`src/rtl/sm_calc_if.sv`:
```
`timescale 1ns/1ps
`default_nettype none
// ---------------------------------------------------------------------------
// Module : sm_calc_if
// Brief  : Operand entry, add-unit and result bundle for the sm_calc_ctrl sequencer.
// Rev    : 1.0  initial release
// ---------------------------------------------------------------------------
interface sm_calc_if #(
    parameter int CNT_W = 8
);
    logic             clear;
    logic             in_valid;
    logic [2:0]       in_data;
    logic             op_sub;
    logic [2:0]       add_num1;
    logic [2:0]       add_num2;
    logic [3:0]       add_result;
    logic             busy;
    logic             res_valid;
    logic [3:0]       res_value;
    logic             res_zero;
    logic             overrun;
    logic [CNT_W-1:0] op_count;

    modport slave (
        input  clear, in_valid, in_data, op_sub, add_result,
        output add_num1, add_num2, busy, res_valid, res_value, res_zero, overrun, op_count
    );

    modport master (
        output clear, in_valid, in_data, op_sub, add_result,
        input  add_num1, add_num2, busy, res_valid, res_value, res_zero, overrun, op_count
    );
endinterface
`default_nettype wire

```
`src/rtl/sm_calc_ctrl.sv`:
```
`timescale 1ns/1ps
`default_nettype none
// ---------------------------------------------------------------------------
// Module : sm_calc_ctrl
// Brief  : Two-operand sequencer for a 3-bit sign-magnitude add unit.
// Rev    : 1.0  initial release
// ---------------------------------------------------------------------------
module sm_calc_ctrl #(
    parameter int SETTLE_CYCLES = 2,
    parameter int CNT_W         = 8
) (
    input  wire logic   clk,
    input  wire logic   rst_n,
    sm_calc_if.slave    bus
);

    localparam int                c_SW   = (SETTLE_CYCLES > 1) ? $clog2(SETTLE_CYCLES) : 1;
    localparam logic [c_SW-1:0]   c_LAST = c_SW'(SETTLE_CYCLES - 1);

    typedef enum logic [1:0] {
        S_IDLE = 2'd0,
        S_OPA  = 2'd1,
        S_EXEC = 2'd2
    } state_t;

    state_t           r_state;
    logic [c_SW-1:0]  r_cnt;

    logic [2:0] w_norm;
    logic [2:0] w_opb;
    logic [3:0] w_res;

    // -0 is folded to +0 so zero never carries a sign into the add unit
    assign w_norm = (bus.in_data[1:0] == 2'b00) ? 3'b000 : bus.in_data;
    assign w_opb  = {(w_norm[2] ^ bus.op_sub) & (|w_norm[1:0]), w_norm[1:0]};
    assign w_res  = {bus.add_result[3] & (|bus.add_result[2:0]), bus.add_result[2:0]};

    always_ff @(posedge clk or negedge rst_n) begin
        if (!rst_n) begin
            r_state       <= S_IDLE;
            r_cnt         <= '0;
            bus.add_num1  <= 3'b000;
            bus.add_num2  <= 3'b000;
            bus.busy      <= 1'b0;
            bus.res_valid <= 1'b0;
            bus.res_value <= 4'b0000;
            bus.res_zero  <= 1'b0;
            bus.overrun   <= 1'b0;
            bus.op_count  <= '0;
        end else if (bus.clear) begin
            r_state       <= S_IDLE;
            bus.busy      <= 1'b0;
            bus.res_valid <= 1'b0;
            bus.overrun   <= 1'b0;
        end else begin
            bus.res_valid <= 1'b0;
            case (r_state)
                S_IDLE: begin
                    if (bus.in_valid) begin
                        bus.add_num1 <= w_norm;
                        r_state      <= S_OPA;
                    end
                end
                S_OPA: begin
                    if (bus.in_valid) begin
                        bus.add_num2 <= w_opb;
                        r_cnt        <= '0;
                        bus.busy     <= 1'b1;
                        r_state      <= S_EXEC;
                    end
                end
                S_EXEC: begin
                    // strobes here, including on the capture edge, are dropped
                    if (bus.in_valid) begin
                        bus.overrun <= 1'b1;
                    end
                    r_cnt <= r_cnt + 1'b1;
                    if (r_cnt == c_LAST) begin
                        bus.res_value <= w_res;
                        bus.res_zero  <= ~(|bus.add_result[2:0]);
                        bus.res_valid <= 1'b1;
                        bus.op_count  <= bus.op_count + 1'b1;
                        bus.busy      <= 1'b0;
                        r_state       <= S_IDLE;
                    end
                end
                default: begin
                    r_state <= S_IDLE;
                end
            endcase
        end
    end

endmodule
`default_nettype wire

```
`src/flat_wrapper.sv`:
```
// flat-port wrapper written by rule: the top's interface ports become plain ports
module sm_calc_ctrl_flat 
#(
    parameter int SETTLE_CYCLES = 2,
    parameter int CNT_W         = 8
)
  (clk, rst_n, bus_clear, bus_in_valid, bus_in_data, bus_op_sub, bus_add_result, bus_add_num1, bus_add_num2, bus_busy, bus_res_valid, bus_res_value, bus_res_zero, bus_overrun, bus_op_count);
  sm_calc_if #(.CNT_W(CNT_W)) bus_i ();
  input  wire logic clk;
  input  wire logic rst_n;
  input wire logic [$bits(bus_i.clear)-1:0] bus_clear;
  input wire logic [$bits(bus_i.in_valid)-1:0] bus_in_valid;
  input wire logic [$bits(bus_i.in_data)-1:0] bus_in_data;
  input wire logic [$bits(bus_i.op_sub)-1:0] bus_op_sub;
  input wire logic [$bits(bus_i.add_result)-1:0] bus_add_result;
  output wire logic [$bits(bus_i.add_num1)-1:0] bus_add_num1;
  output wire logic [$bits(bus_i.add_num2)-1:0] bus_add_num2;
  output wire logic [$bits(bus_i.busy)-1:0] bus_busy;
  output wire logic [$bits(bus_i.res_valid)-1:0] bus_res_valid;
  output wire logic [$bits(bus_i.res_value)-1:0] bus_res_value;
  output wire logic [$bits(bus_i.res_zero)-1:0] bus_res_zero;
  output wire logic [$bits(bus_i.overrun)-1:0] bus_overrun;
  output wire logic [$bits(bus_i.op_count)-1:0] bus_op_count;
  assign bus_i.clear = bus_clear;
  assign bus_i.in_valid = bus_in_valid;
  assign bus_i.in_data = bus_in_data;
  assign bus_i.op_sub = bus_op_sub;
  assign bus_i.add_result = bus_add_result;
  assign bus_add_num1 = bus_i.add_num1;
  assign bus_add_num2 = bus_i.add_num2;
  assign bus_busy = bus_i.busy;
  assign bus_res_valid = bus_i.res_valid;
  assign bus_res_value = bus_i.res_value;
  assign bus_res_zero = bus_i.res_zero;
  assign bus_overrun = bus_i.overrun;
  assign bus_op_count = bus_i.op_count;
  sm_calc_ctrl #(.SETTLE_CYCLES(SETTLE_CYCLES), .CNT_W(CNT_W)) u_core (.clk(clk), .rst_n(rst_n), .bus(bus_i));
endmodule
```
`config.mk`:
```
export PLATFORM = sky130hd
export DESIGN_NAME = sm_calc_ctrl_flat
export DESIGN_NICKNAME = d
export VERILOG_FILES = /design/src/rtl/sm_calc_if.sv /design/src/rtl/sm_calc_ctrl.sv /design/src/flat_wrapper.sv
export SDC_FILE = /design/constraint.sdc
export NUM_CORES = 1
export LEC_CHECK = 0
export CORE_UTILIZATION = 26
export DETAILED_ROUTE_END_ITERATION = 8
export PLACE_DENSITY = 0.54
export REMOVE_ABC_BUFFERS = 1
export SYNTH_ARGS = -nofsm -noshare
export SYNTH_HDL_FRONTEND = slang
export SYNTH_SLANG_ARGS = --single-unit
```
`constraint.sdc`:
```
create_clock -name clk -period 1.75 [get_ports clk]
set_clock_uncertainty 0.15 [all_clocks]
set_input_delay 0.175 -clock clk [delete_from_list [all_inputs] [get_ports clk]]
set_output_delay 0.175 -clock clk [all_outputs]
set_load 0.05 [all_outputs]
```
# Word-level counts from Yosys, hierarchy flattened
# Cells that the tools add are included.
# word_totals
register_bits,25
elab_cells,55
# op_classes
n_addsub,2
eq_ne,6
n_mux,17
bitwise_logic,5
reduce_logical,15
# ops
op,n
AND reduction 3 bit,6
2-to-1 mux 1 bit,9
"adder 8 x 1 -> 8 bit, second input constant",1
2-to-1 mux 2 bit,4
"inequality test 3 bit, second input constant",2
case mux 2 bit (3 select lines),1
nonzero test 2 bit,3
zero test 2 bit,2
case mux 1 bit (2 select lines),2
2-to-1 mux 3 bit,1
"inequality test 3 x 2 -> 1 bit, second input constant",1
nonzero test 3 bit,1
OR reduction 3 bit,1
bitwise AND 1 bit,2
"== test 2 x 1 -> 1 bit, second input constant",1
"== test 2 bit, second input constant",1
"inequality test 2 bit, second input constant",1
NOT 1 bit,2
AND reduction 2 bit,1
OR reduction 2 bit,1
"adder 1 bit, second input constant",1
bitwise XOR 1 bit,1

# Longest topological paths before layout
# depth
word_depth,4
ltp_mapped,6
mapped_depth_nobuf,6

# Worst setup path after synthesis
# No wires, ideal clock.
# synth_path
kind,reg2reg
start,reg u_core.bus.op_count[2]
end,reg u_core.bus.op_count[7]
arrival_time_ns,1.317
required_time_ns,1.518
path_slack_ns,0.201
path_stages_with_launch,4
n_path_buf,0
path_cell_list,dfrtp_1 > nand3_1 > nor3_1 > xor2_1
# synth_via
elab_chain_len,1
# synth_rtl
item,line,text
from (decl),sm_calc_if.sv:27,"output add_num1, add_num2, busy, res_valid, res_value, res_zero, overrun, op_count"
from (signal assigned),sm_calc_ctrl.sv:82,bus.op_count <= bus.op_count + 1'b1;
adder 8 x 1 -> 8 bit,sm_calc_ctrl.sv:82,
# Every way passes these cells.
# A chain may end at the register's enable or synchronous reset.

# Worst setup path after layout
# layout_path
start,reg u_core.r_state[0]
end,reg u_core.bus.op_count[4]
# layout_via
elab_chain_len,2
# layout_rtl
item,line,text
from (decl),sm_calc_ctrl.sv:26,state_t r_state;
from (signal assigned),sm_calc_ctrl.sv:40,r_state <= S_IDLE;
from (signal assigned),sm_calc_ctrl.sv:51,r_state <= S_IDLE;
from (signal assigned),sm_calc_ctrl.sv:61,r_state <= S_OPA;
== test 2 bit,sm_calc_ctrl.sv:57,case (r_state)
AND reduction 3 bit (no line),--,
# Every way passes these cells.

==> out/metrics.csv <==
stage;metric;value;unit
global_routing;largest net degree at the start of global routing;26;
clock_tree;CTS hold repair buffers;0;
pwr;Logic pwr share;0.393;
pwr;PD cells;1180;mW/mm^2
setup_path;crit start category;register;
routing;# DRC;0;
pwr;Int Power;1.08;mW
sta;Setup TNS;0;ns
synthesis;Post-synth top cells;dfrtp_1, nand2_1, o21ai_0;
setup_path;WS Path Type;reg2reg;
sta;Final Hold Fails;0;
sta;FMAX;632;MHz
setup_path;r2r startpoint;u_core.r_state[0];
clock_tree;clk sinks;25;
setup_path;CP Max Fanout;9;
finish;NumNets Final;157;
clock_tree;clock buffer depth;2;
die;Starting Density;0.278;
synthesis;most common cell in the netlist;dfrtp_1;
setup_path;flop2flop setup slack;0.17;ns
pwr;sequential share of power;0.420;
clock_tree;CTS Buf Count;3;
setup_path;crit path DAT;1.58;ns
routing;via count;849;
setup_path;worst endpoint required time;1.75;ns
synthesis;post-synth top area cell;dfrtp_1;
finish;area delta synth->final;35.0;%
setup_path;r2r endpoint;u_core.bus.op_count[4];
pwr;switching share of power;0.401;
finish;area of the multi-input gates;485;sq um
global_routing;GRT Residual Overflow;0;
sta;RSZ-0062 raised after global routing;no;
clock_tree;clk_lat worst skew;0.26;ns
clock_tree;clock root cell;clkbuf_8;
sta;Rel. slew slack;0.779;
clock_tree;Reg clk slew, reported paths;0.08;ns
pwr;Switching Power;0.724;mW
finish;Finished Cell Area;0.00153;sq mm
finish;# diodes;0;
synthesis;Primary FF master, synth;dfrtp_1;
synthesis;post-synth top area share;0.551;
hold_path;worst min path class;in2async;
sta;fin. max-slew vios;0;
synthesis;Yosys Warn Count;0;
routing;drt via density;4.49;
finish;Reg area;626;sq um
die;Die Span Y;68.1;um
clock_tree;CTS HTree Levels;1;
synthesis;sequential area share after synthesis;0.551;
placed_design;IO buf count;33;
sta;Tcrit/Tclk final;0.903;
sta;fin crit period;1.58;ns
placed_design;hpwl dp;1.75;mm
die;Die Span X;68.1;um
die;Die Area;0.00463;sq mm
synthesis;Yosys reg bits;25;
routing;DR iter-0 viols;30;
pwr;peak supply drop;0.000625;V
finish;share of layout cells above drive strength 1;0.273;
sta;Worst Tran Pin Value;0.328;ns
global_routing;antenna violations before repair;0;
synthesis;Area contributors post-synth;dfrtp_1, nand2_1, ha_1;
placed_design;post-placement cell area;0.00148;sq mm
global_routing;vias in the first global route;903;
die;row count;23;
global_routing;first-pass GRT wire length;3.84;mm
routing;Wirelength per Cell;11.9;um
placed_design;GP Congestion;0.745;
job;MaxCap Viol Count;0;
synthesis;ys async rst share;1.00;
setup_path;Crit. End Element;register;
sta;final setup fails;0;
status;status;finished, final reports clean;
synthesis;Post-Syn Area per Cell;11.3;sq um
synthesis;synthesized instance count;100;
finish;fillers;428;
routing;Routed WL;2.26;mm
routing;post-route ant nets;0;
sta;WHS;0.115;ns
synthesis;Post-synth EDFFs;0;
pwr;Static Leak;0.780;nW
setup_path;worst r2r path cells;6;
pwr;clock power share;0.186;
clock_tree;CTS tree;done;
synthesis;Yosys cell types;28;
pwr;PnR Total Power;1.80;mW
die;I/O pin count;34;
routing;first-pass detailed-route iteration total;4;
global_routing;gr usage total;0.112;
die;CORE AREA;0.00409;sq mm
synthesis;Syn Std Cell Area;0.00113;sq mm
routing by layer:
| metal | GRT usage | routed length, um | share of wire |
|---|---|---|---|
| met3 | 0.0233 | 119 | 0.053 |
| met5 | 0 | 0 | 0 |
| met2 | 0.181 | 1090 | 0.48 |
| met1 | 0.143 | 1010 | 0.45 |
| met4 | 0.0469 | 36 | 0.016 |
through the flow:
step	util	worst slack [ns]	std cells
5_1_grt	0.375	0.0523	189
2_1_floorplan	-	0.172	99
3_3_place_gp	0.363	0.0776	185
4_1_cts	0.374	0.0836	189
3_5_place_dp	0.363	0.0401	185
6_report	0.375	0.169	189
cells in the final DEF (no fill, tap or decap):
master,instances
clkbuf_8,3
nor3b_1,1
o21ba_2,1
nand3b_1,3
nand4_1,3
nand2_1,19
o32ai_1,1
a21oi_1,4
clkbuf_1,1
nor2_1,3
dfrtp_1,25
o21ai_0,6
xnor2_1,4
nand3b_4,1
nor3_1,1
nor2b_1,2
mux2_2,4
ha_2,1
and3_1,1
nor3_4,1
buf_4,25
mux2i_1,1
o311ai_0,1
inv_1,3
clkdlybuf4s50_1,11
xor2_1,4
ha_1,4
o41ai_1,1
inv_2,1
nand3_1,1
nand2b_1,1
or2_2,1
kinds of logic after synthesis:
kind of cell / share of synthesized area
and+or+nand+nor: 0.184
DFF: 0.551
AOI/OAI and AO/OA: 0.0761
xor gates and xnor gates: 0.0617
buffers and inverters: 0.0231
muxes: 0.0485
adders and majority gates: 0.0551
registers in the layout, summed over array words and instances (netlist names):
name	cells
u_core.bus.res_zero	1
u_core.bus.add_num1	3
u_core.bus.res_valid	1
u_core.r_cnt	1
u_core.bus.overrun	1
u_core.bus.busy	1
u_core.bus.res_value	4
u_core.bus.op_count	8
u_core.r_state	2
u_core.bus.add_num2	3
how the worst max path moves through the flow:
stage	startpoint	to	cells after the start
2_1_floorplan	u_core.r_state[0]	u_core.bus.op_count[4]	6
3_3_place_gp	bus_clear	u_core.bus.op_count[4]	5
3_5_place_dp	bus_clear	u_core.bus.res_zero	4
4_1_cts	u_core.r_state[0]	u_core.bus.op_count[4]	6
5_1_grt	u_core.r_state[0]	u_core.bus.op_count[4]	6
6_report	u_core.r_state[0]	u_core.bus.op_count[4]	6
worst max-delay path, cell delays in order (launching register included):
cell      delay, ns
dfrtp_1        0.41
inv_1          0.11
ha_2           0.25
nand3b_4       0.13
inv_2          0.15
nand4_1        0.12
xnor2_1        0.14
power by group through the flow:
stage | Combinational, mW | Sequential [mW] | Clock (mW)
after global placement | 0.714 | 0.766 | 0
after detailed placement | 0.719 | 0.768 | 0
after floorplan | 0.141 | 1.10 | 0
final | 0.710 | 0.759 | 0.336
after CTS | 0.719 | 0.760 | 0.356
after global routing | 0.758 | 0.774 | 0.378
layout make-up:
type                       instances  area share
clock buffer                       4      0.0294
tap                               50      0.0408
timing repair buffer              36       0.194
inverter                           4     0.00980
multi-input combinational         70       0.317
sequential                        25       0.408
what timing repair did:
item                                    4_1_cts  5_1_grt
gates resized for setup                       0        1
setup buffers                                 0        0
endpoints found under the setup margin        0        2
endpoints found under the hold margin         0        0
No activity file was read; power rests on OpenSTA's default activity.
